==> src/rtl/rotary_emulator.sv <==
// rtl/rotary_emulator.sv - quadrature rotary encoder emulator producing Gray-code detents and button clicks
// Outputs are registered from the current state, so every waveform lags the accept edge by one cycle.
module rotary_emulator #(
    parameter int PHASE_CYC = 64,
    parameter int GAP_CYC   = 512
) (
    input  logic       Fg_clk,
    input  logic       Resetn,
    input  logic       cmd_valid,
    output logic       cmd_ready,
    input  logic       cmd_dir,
    input  logic [7:0] cmd_count,
    input  logic       cmd_button,
    output logic       Rot_A,
    output logic       Rot_B,
    output logic       Rot_C,
    output logic       busy,
    output logic       done
);

    typedef enum logic [2:0] {
        IDLE,
        PH1,
        PH2,
        PH3,
        PH4,
        GAP,
        CLICK
    } state_t;

    localparam logic [15:0] PH_LOAD  = 16'(PHASE_CYC - 1);
    localparam logic [15:0] GAP_LOAD = 16'(GAP_CYC - 1);

    state_t      state;
    logic [15:0] tmr;
    logic [7:0]  remain;
    logic        dir;
    logic        ready_q;
    logic        done_pend;
    logic        accept;
    logic [1:0]  ab_code;

    // ready_q lags the state by one cycle so cmd_ready rises together with done
    assign cmd_ready = ready_q && (state == IDLE);
    assign busy      = ~cmd_ready;
    assign accept    = cmd_valid && cmd_ready;

    always_comb begin
        ab_code = 2'b11;
        case (state)
            PH1:     ab_code = dir ? 2'b10 : 2'b01;
            PH2:     ab_code = 2'b00;
            PH3:     ab_code = dir ? 2'b01 : 2'b10;
            default: ab_code = 2'b11;
        endcase
    end

    always_ff @(posedge Fg_clk or negedge Resetn) begin
        if (!Resetn) begin
            state     <= IDLE;
            tmr       <= '0;
            remain    <= '0;
            dir       <= 1'b0;
            ready_q   <= 1'b1;
            done_pend <= 1'b0;
            Rot_A     <= 1'b1;
            Rot_B     <= 1'b1;
            Rot_C     <= 1'b0;
            done      <= 1'b0;
        end else begin
            done_pend      <= 1'b0;
            done           <= done_pend;
            ready_q        <= (state == IDLE) && !accept;
            {Rot_A, Rot_B} <= ab_code;
            Rot_C          <= (state == CLICK);

            case (state)
                IDLE: begin
                    if (accept) begin
                        if (cmd_button) begin
                            state <= CLICK;
                        end else if (cmd_count == 8'd0) begin
                            done_pend <= 1'b1;
                        end else begin
                            remain <= cmd_count;
                            dir    <= cmd_dir;
                            tmr    <= PH_LOAD;
                            state  <= PH1;
                        end
                    end
                end
                PH1, PH2, PH3, PH4: begin
                    if (tmr == 16'd0) begin
                        case (state)
                            PH1:     state <= PH2;
                            PH2:     state <= PH3;
                            PH3:     state <= PH4;
                            default: state <= GAP;
                        endcase
                        tmr <= (state == PH4) ? GAP_LOAD : PH_LOAD;
                    end else begin
                        tmr <= tmr - 16'd1;
                    end
                end
                GAP: begin
                    if (tmr == 16'd0) begin
                        remain <= remain - 8'd1;
                        if (remain == 8'd1) begin
                            state     <= IDLE;
                            done_pend <= 1'b1;
                        end else begin
                            state <= PH1;
                            tmr   <= PH_LOAD;
                        end
                    end else begin
                        tmr <= tmr - 16'd1;
                    end
                end
                CLICK: begin
                    // a click is followed by exactly one gap, then done
                    remain <= 8'd1;
                    tmr    <= GAP_LOAD;
                    state  <= GAP;
                end
                default: state <= IDLE;
            endcase
        end
    end

endmodule
==> config.mk <==
export PLATFORM = sky130hd
export DESIGN_NAME = rotary_emulator
export DESIGN_NICKNAME = d
export VERILOG_FILES = /design/src/rtl/rotary_emulator.sv
export SDC_FILE = /design/constraint.sdc
export NUM_CORES = 1
export LEC_CHECK = 0
export ABC_AREA = 1
export CAP_MARGIN = 15
export CORE_MARGIN = 2
export CORE_UTILIZATION = 33
export CTS_CLUSTER_DIAMETER = 30
export CTS_CLUSTER_SIZE = 16
export DETAILED_ROUTE_END_ITERATION = 8
export GPL_ROUTABILITY_DRIVEN = 1
export PLACE_DENSITY_LB_ADDON = 0.3
export SKIP_LAST_GASP = 1
export SLEW_MARGIN = 40
export SYNTH_ARGS = -nofsm -noshare
export SYNTH_HDL_FRONTEND = slang
export SYNTH_SLANG_ARGS = --single-unit
==> constraint.sdc <==
create_clock -name Fg_clk -period 2.23 [get_ports Fg_clk]
set_input_delay 0.3345 -clock Fg_clk [delete_from_list [all_inputs] [get_ports Fg_clk]]
set_output_delay 0.3345 -clock Fg_clk [all_outputs]
set_load 0.005 [all_outputs]
==> results of run 1 <==
[state kept, by name (all words and copies together) (netlist names)]
| name | count |
|---|---|
| done_pend | 1 |
| Rot_B | 1 |
| done | 1 |
| ready_q | 1 |
| remain | 8 |
| state | 3 |
| dir | 1 |
| tmr | 16 |
| Rot_A | 1 |
| Rot_C | 1 |
[worst max-delay path, delay by kind of cell, from the launching register on]
kind / cells / cell delay [ns]
buf+inv: 2 / 0.62
flops: 1 / 0.46
simple gates: 2 / 0.38
[kinds of logic after synthesis]
| family | Yosys count | share of synthesized area (%) |
|---|---|---|
| DFF | 34 | 36.12 |
| xor gates and xnor gates | 4 | 1.481 |
| buffers and inverters | 57 | 9.783 |
| and+or+nand+nor | 213 | 39.08 |
| adders and majority gates | 4 | 2.115 |
| AOI/OAI and AO/OA | 47 | 11.42 |
[report_power, final]
part           switching [W]  internal (W)  total (W)
combinational      0.0000260     0.0000268  0.0000527
sequential        0.00000159      0.000619   0.000621
clock               0.000242      0.000334   0.000575
total               0.000269      0.000980    0.00125
[path summary, 6_finish.rpt]
check | start | to | slack [ns] | cells past startpoint
max | state[0] | cmd_ready | 0.16 | 4
min | Resetn | remain[5] | -0.02 | 1
max reg2reg | tmr[0] | remain[7] | 0.38 | 11
min in group Fg_clk | done_pend | done | 0.35 | 0
min reg2reg | done_pend | done | 0.35 | 0
max in group asynchronous | Resetn | ready_q | 1.89 | 1
[layer usage]
metal	GRT usage (%)	vias to the layer above	wire, um
li1	-	1186	-
met1	24.06	1020	2950
met2	25.98	33	2512
met3	3.172	5	164
met4	4.683	0	65
met5	0	-	0
[stage by stage]
stage,cells,instance area (um^2)
after floorplan,359,2366
after global placement,472,2646
after detailed placement,472,2649
after CTS,480,2759
after global routing,480,2759
final,480,2759
[layout make-up]
type | instances | area [um^2] | area share, %
Inverter | 55 | 209.0 | 7.574
Clock buffer | 6 | 72.57 | 2.630
Clock inverter | 2 | 37.54 | 1.361
Tap cell | 96 | 120.1 | 4.354
Sequential cell | 34 | 854.6 | 30.98
Multi-Input combinational cell | 268 | 1280 | 46.39
Timing Repair Buffer | 19 | 185.2 | 6.712
[synthesized netlist by cell type (2+ instances only)]
master / n / area [um^2]
nand2_2: 3 / 18.77
nand3_2: 2 / 20.02
inv_2: 3 / 11.26
xor2_1: 3 / 26.28
nor2_1: 44 / 165.2
o22ai_1: 5 / 31.28
dfstp_2: 3 / 78.83
nand2_4: 2 / 22.52
nand4_1: 3 / 18.77
o21ai_2: 3 / 26.28
o21ai_0: 25 / 125.1
dfrtp_1: 31 / 775.7
nor2_2: 2 / 12.51
buf_6: 2 / 22.52
ha_1: 4 / 50.05
nand3_1: 32 / 160.2
a21oi_1: 8 / 40.04
o211ai_1: 3 / 22.52
nand2_1: 120 / 450.4
inv_1: 51 / 191.4
[placed cells by master (no fill, tap or decap), drive strengths merged]
cell           netlist  routed
nand2              125     125
inv                 55      55
nor2                47      47
nand3               35      35
dfrtp               31      31
o21ai               28      28
clkdlybuf4s50        0      17
a21oi                9       9
clkbuf               0       6
o22ai                5       5
ha                   4       4
dfstp                3       3
nand4                3       3
o211ai               3       3
xor2                 3       3
buf                  2       2
o21bai               1       1
nor3                 1       1
and3                 1       1
o2111ai              1       1
xnor2                1       1
nand3b               1       1
bufinv               0       1
clkinvlp             0       1
==> results.cfg, run 1 <==
[status]
outcome = finished, violations left
violations = negative hold slack

[sta]
finalClockSkew_ns = 0.008663
final.min_clock_period_ns = 2.072
timing_worst_slew_pin_value_ns = 0.4401
period_share_pct = 92.93
setup_slack_ns = 0.1576
final_hold_violation_count = 26
slew_viol_final = 0
fin_worst_hold_slack_ns = -0.01974
rsz0062_at_grt = false
fmax_mhz = 482.5
fin_tns_setup_ns = 0
final-setup-viol-count = 0
slew_headroom_pct = 70.66

[route]
finalWirelength_mm = 5.692
vias = 2244
drtIter0Drc = 152
drc = 0
vias_per_cell = 4.675
first_drt_pass_iteration_count = 5
ant_nets = 0
routed_len_inst_um = 11.86

[clock_network]
insertion_delay_to_the_later_sink_of_the_worst_skew_pair_ns = 0.29
cts_buffers = 5
clock_h_tree_levels = 2
cts_post_setup_buffers_inserted = 0
cell_at_the_root_of_the_clock_tree = clkbuf_8
cts-resized-gates = 0
tritoncts_num_sinks = 34
ctsHoldBuffers = 0
tritoncts = done
clk_pin_slew_ns = 0.07
max_buffers_root_to_sink = 2

[place]
gp_congestion = 0.8743
dp_hpwl_mm = 4.386
io_buffers = 18
pre_cts_ws_ns = 0.3118

[global_routing]
grt_start_max_net_pins = 35
antenna_found_initial = 0
global_route_wire_length_before_repair_mm = 10.31
grt_pass1_vias = 2211
grt_overflow = 0
groute.usage.overall_pct = 16.82

[synthesis]
ys_seq_area_share_pct = 36.12
synth_nets = 376
yosysWarnings = 0
syn_area_um2 = 2366
synthesis.area_per_instance_um2 = 6.591
ys_seq_elements = 34
synthFlopType = dfrtp_1
netlist-cell-type-count = 30
post_synth_inst_count = 359
async_reset_ff_share_pct = 100.0
synth_edf_count = 0

[setup_path]
critical_path.max_fanout = 6
crit_path_max_cell_delay_ns = 0.51
path_cells = nor2_1 -> nand3_2 -> inv_1 -> clkdlybuf4s50_1
cp_data_arrival_time_ns = 1.74
worstSetupPathType = flop to output port
crit_path_start_kind = flop
critical-path-slowest-cell = clkdlybuf4s50_1
worstPathRequired_ns = 1.90
critical_path.endpoint_type = output port

[finish]
num-fill-cells = 747
num-nets-final = 400
insertedDiodeCount = 0
utilization_pct = 40.16
synthToLayoutAreaGrowth_pct = 16.61
layout-drive-gt1-share_pct = 8.073

[die]
die_area_um2 = 7863
floorplan.initialDensity_pct = 34.44
coreArea_um2 = 6869
chipHeight_um = 88.68
fp-row-count = 30
floorplan.io_pins = 19
die_x_extent_um = 88.68

[power]
post-layout-total-power_w = 0.001249
power.density_cell_area_nw_per_um2 = 452.8
ir_worst_vdd_mv = 0.2436
total_leakage_power_nw = 1.360

[job]
max_cap_violations = 0

[hold_path]
class_of_the_worst_hold_path = input port to asynchronous set/reset pin
Note: power is estimated with default switching activity, not from simulation.
==> run 2: changes to the inputs <==
- HOLD_SLACK_MARGIN: default -> 0.03
==> results.cfg, run 2 (synthesized netlist as in run 1, its figures left out) <==
[sta]
period_share_pct = 93.08
final_hold_violation_count = 0
fin_tns_setup_ns = 0
slew_viol_final = 0
slew_headroom_pct = 70.48
final-setup-viol-count = 0
final.min_clock_period_ns = 2.076
fin_worst_hold_slack_ns = 0.3506
finalClockSkew_ns = 0.006315
fmax_mhz = 481.8
timing_worst_slew_pin_value_ns = 0.4428
rsz0062_at_grt = false

[die]
die_x_extent_um = 88.68
die_area_um2 = 7863
coreArea_um2 = 6869
floorplan.initialDensity_pct = 34.44
chipHeight_um = 88.68
fp-row-count = 30
floorplan.io_pins = 19

[clock_network]
insertion_delay_to_the_later_sink_of_the_worst_skew_pair_ns = 0.29
tritoncts_num_sinks = 34
tritoncts = done
cts_post_setup_buffers_inserted = 0
clk_pin_slew_ns = 0.07
max_buffers_root_to_sink = 2
clock_h_tree_levels = 2
cell_at_the_root_of_the_clock_tree = clkbuf_8
cts_buffers = 5

[route]
vias_per_cell = 4.674
vias = 2248
ant_nets = 0
first_drt_pass_iteration_count = 4
drc = 0
routed_len_inst_um = 11.86
drtIter0Drc = 146
finalWirelength_mm = 5.703

[finish]
register_area_um2 = 854.6
leading_registers_by_flop_count = tmr (16), remain (8), state (3)
multiInputGateArea_um2 = 1280
layout-drive-gt1-share_pct = 8.052
num-fill-cells = 748
num-nets-final = 401
max_ffs_per_register = 16
synthToLayoutAreaGrowth_pct = 17.03
largest_register_by_flop_count = tmr
layout.cells.most_common_list = nand2_1, inv_1, nor2_1, nand3_1, dfrtp_1
insertedDiodeCount = 0
commonest_non_fill_non_tap_cell_in_the_layout = nand2_1

[global_routing]
groute.usage.overall_pct = 16.82
global_route_wire_length_before_repair_mm = 10.31
grt_overflow = 0
grt_start_max_net_pins = 35
antenna_found_initial = 0
grt_pass1_vias = 2211

[setup_path]
cp_data_arrival_time_ns = 1.74
critical_path.endpoint_type = output port
path_cells = nor2_1 -> nand3_2 -> inv_1 -> clkdlybuf4s50_1
worstSetupPathType = flop to output port
critical_path.max_fanout = 6
critPathTopFamily = buffers and inverters
worstPathRequired_ns = 1.90
path_buf_inv = 2
crit_path_max_cell_delay_ns = 0.51
critical-path-slowest-cell = clkdlybuf4s50_1
crit_path_start_kind = flop

[place]
gp_congestion = 0.8743
io_buffers = 18
dp_hpwl_mm = 4.386

[job]
max_cap_violations = 0

[status]
outcome = completed

[power]
post-layout-total-power_w = 0.001247
switching_share_pct = 21.33
combinationalPowerShare_pct = 4.4
switchingPower_w = 0.0002659
seqPwrFrac_pct = 49.8
ir_worst_vdd_mv = 0.2436
power.clock.fraction_pct = 45.8
power.density_cell_area_nw_per_um2 = 450.3
total_leakage_power_nw = 1.365
internal-power_w = 0.0009810

[hold_path]
class_of_the_worst_hold_path = flop to flop
run 2: through the flow:
step	cell area [um^2]	std cells	worst slack, ns	util (%)
after floorplan	2366	359	0.6650	-
after global routing	2769	481	0.07836	40.31
final	2769	481	0.1544	40.31
after global placement	2646	472	0.3636	38.52
after CTS	2769	481	0.1464	40.31
after detailed placement	2649	472	0.3118	38.56
run 2: cell type report:
| cell class | count | share of cell area (%) |
|---|---|---|
| sequential | 34 | 30.86 |
| timing repair buffer | 20 | 7.049 |
| multi-input combinational | 268 | 46.23 |
| clock buffer | 6 | 2.621 |
| clock inverter | 2 | 1.356 |
| tap | 96 | 4.338 |
| inverter | 55 | 7.546 |
run 2: final timing paths:
kind | start | end | slack (ns) | cells after the start
max | state[0] | cmd_ready | 0.15 | 4
min | done_pend | done | 0.35 | 0
max reg2reg | tmr[0] | tmr[10] | 0.38 | 11
min reg2reg | done_pend | done | 0.35 | 0
max in group asynchronous | Resetn | ready_q | 1.34 | 2
min in group asynchronous | Resetn | remain[6] | 0.54 | 2
run 2: routing by layer:
metal  wire, um  part of all wire (%)  track usage (%)
met2       2555                    45            25.98
met4         65                   1.1            4.683
met1       2923                    51            24.12
met5          0                     0                0
met3        159                   2.8            3.078
run 2: power groups by stage:
stage	Clock, W	Combinational [W]	Sequential [W]
after floorplan	0	0.0000139	0.000633
after global placement	0	0.0000548	0.000633
after detailed placement	0	0.0000547	0.000633
after CTS	0.000584	0.0000563	0.000621
after global routing	0.000609	0.0000634	0.000621
final	0.000572	0.0000543	0.000621
run 2: timing repair:
item,4_1_cts,5_1_grt
gates resized for setup,0,0
hold endpoints to repair,31,0
hold buffers,1,0
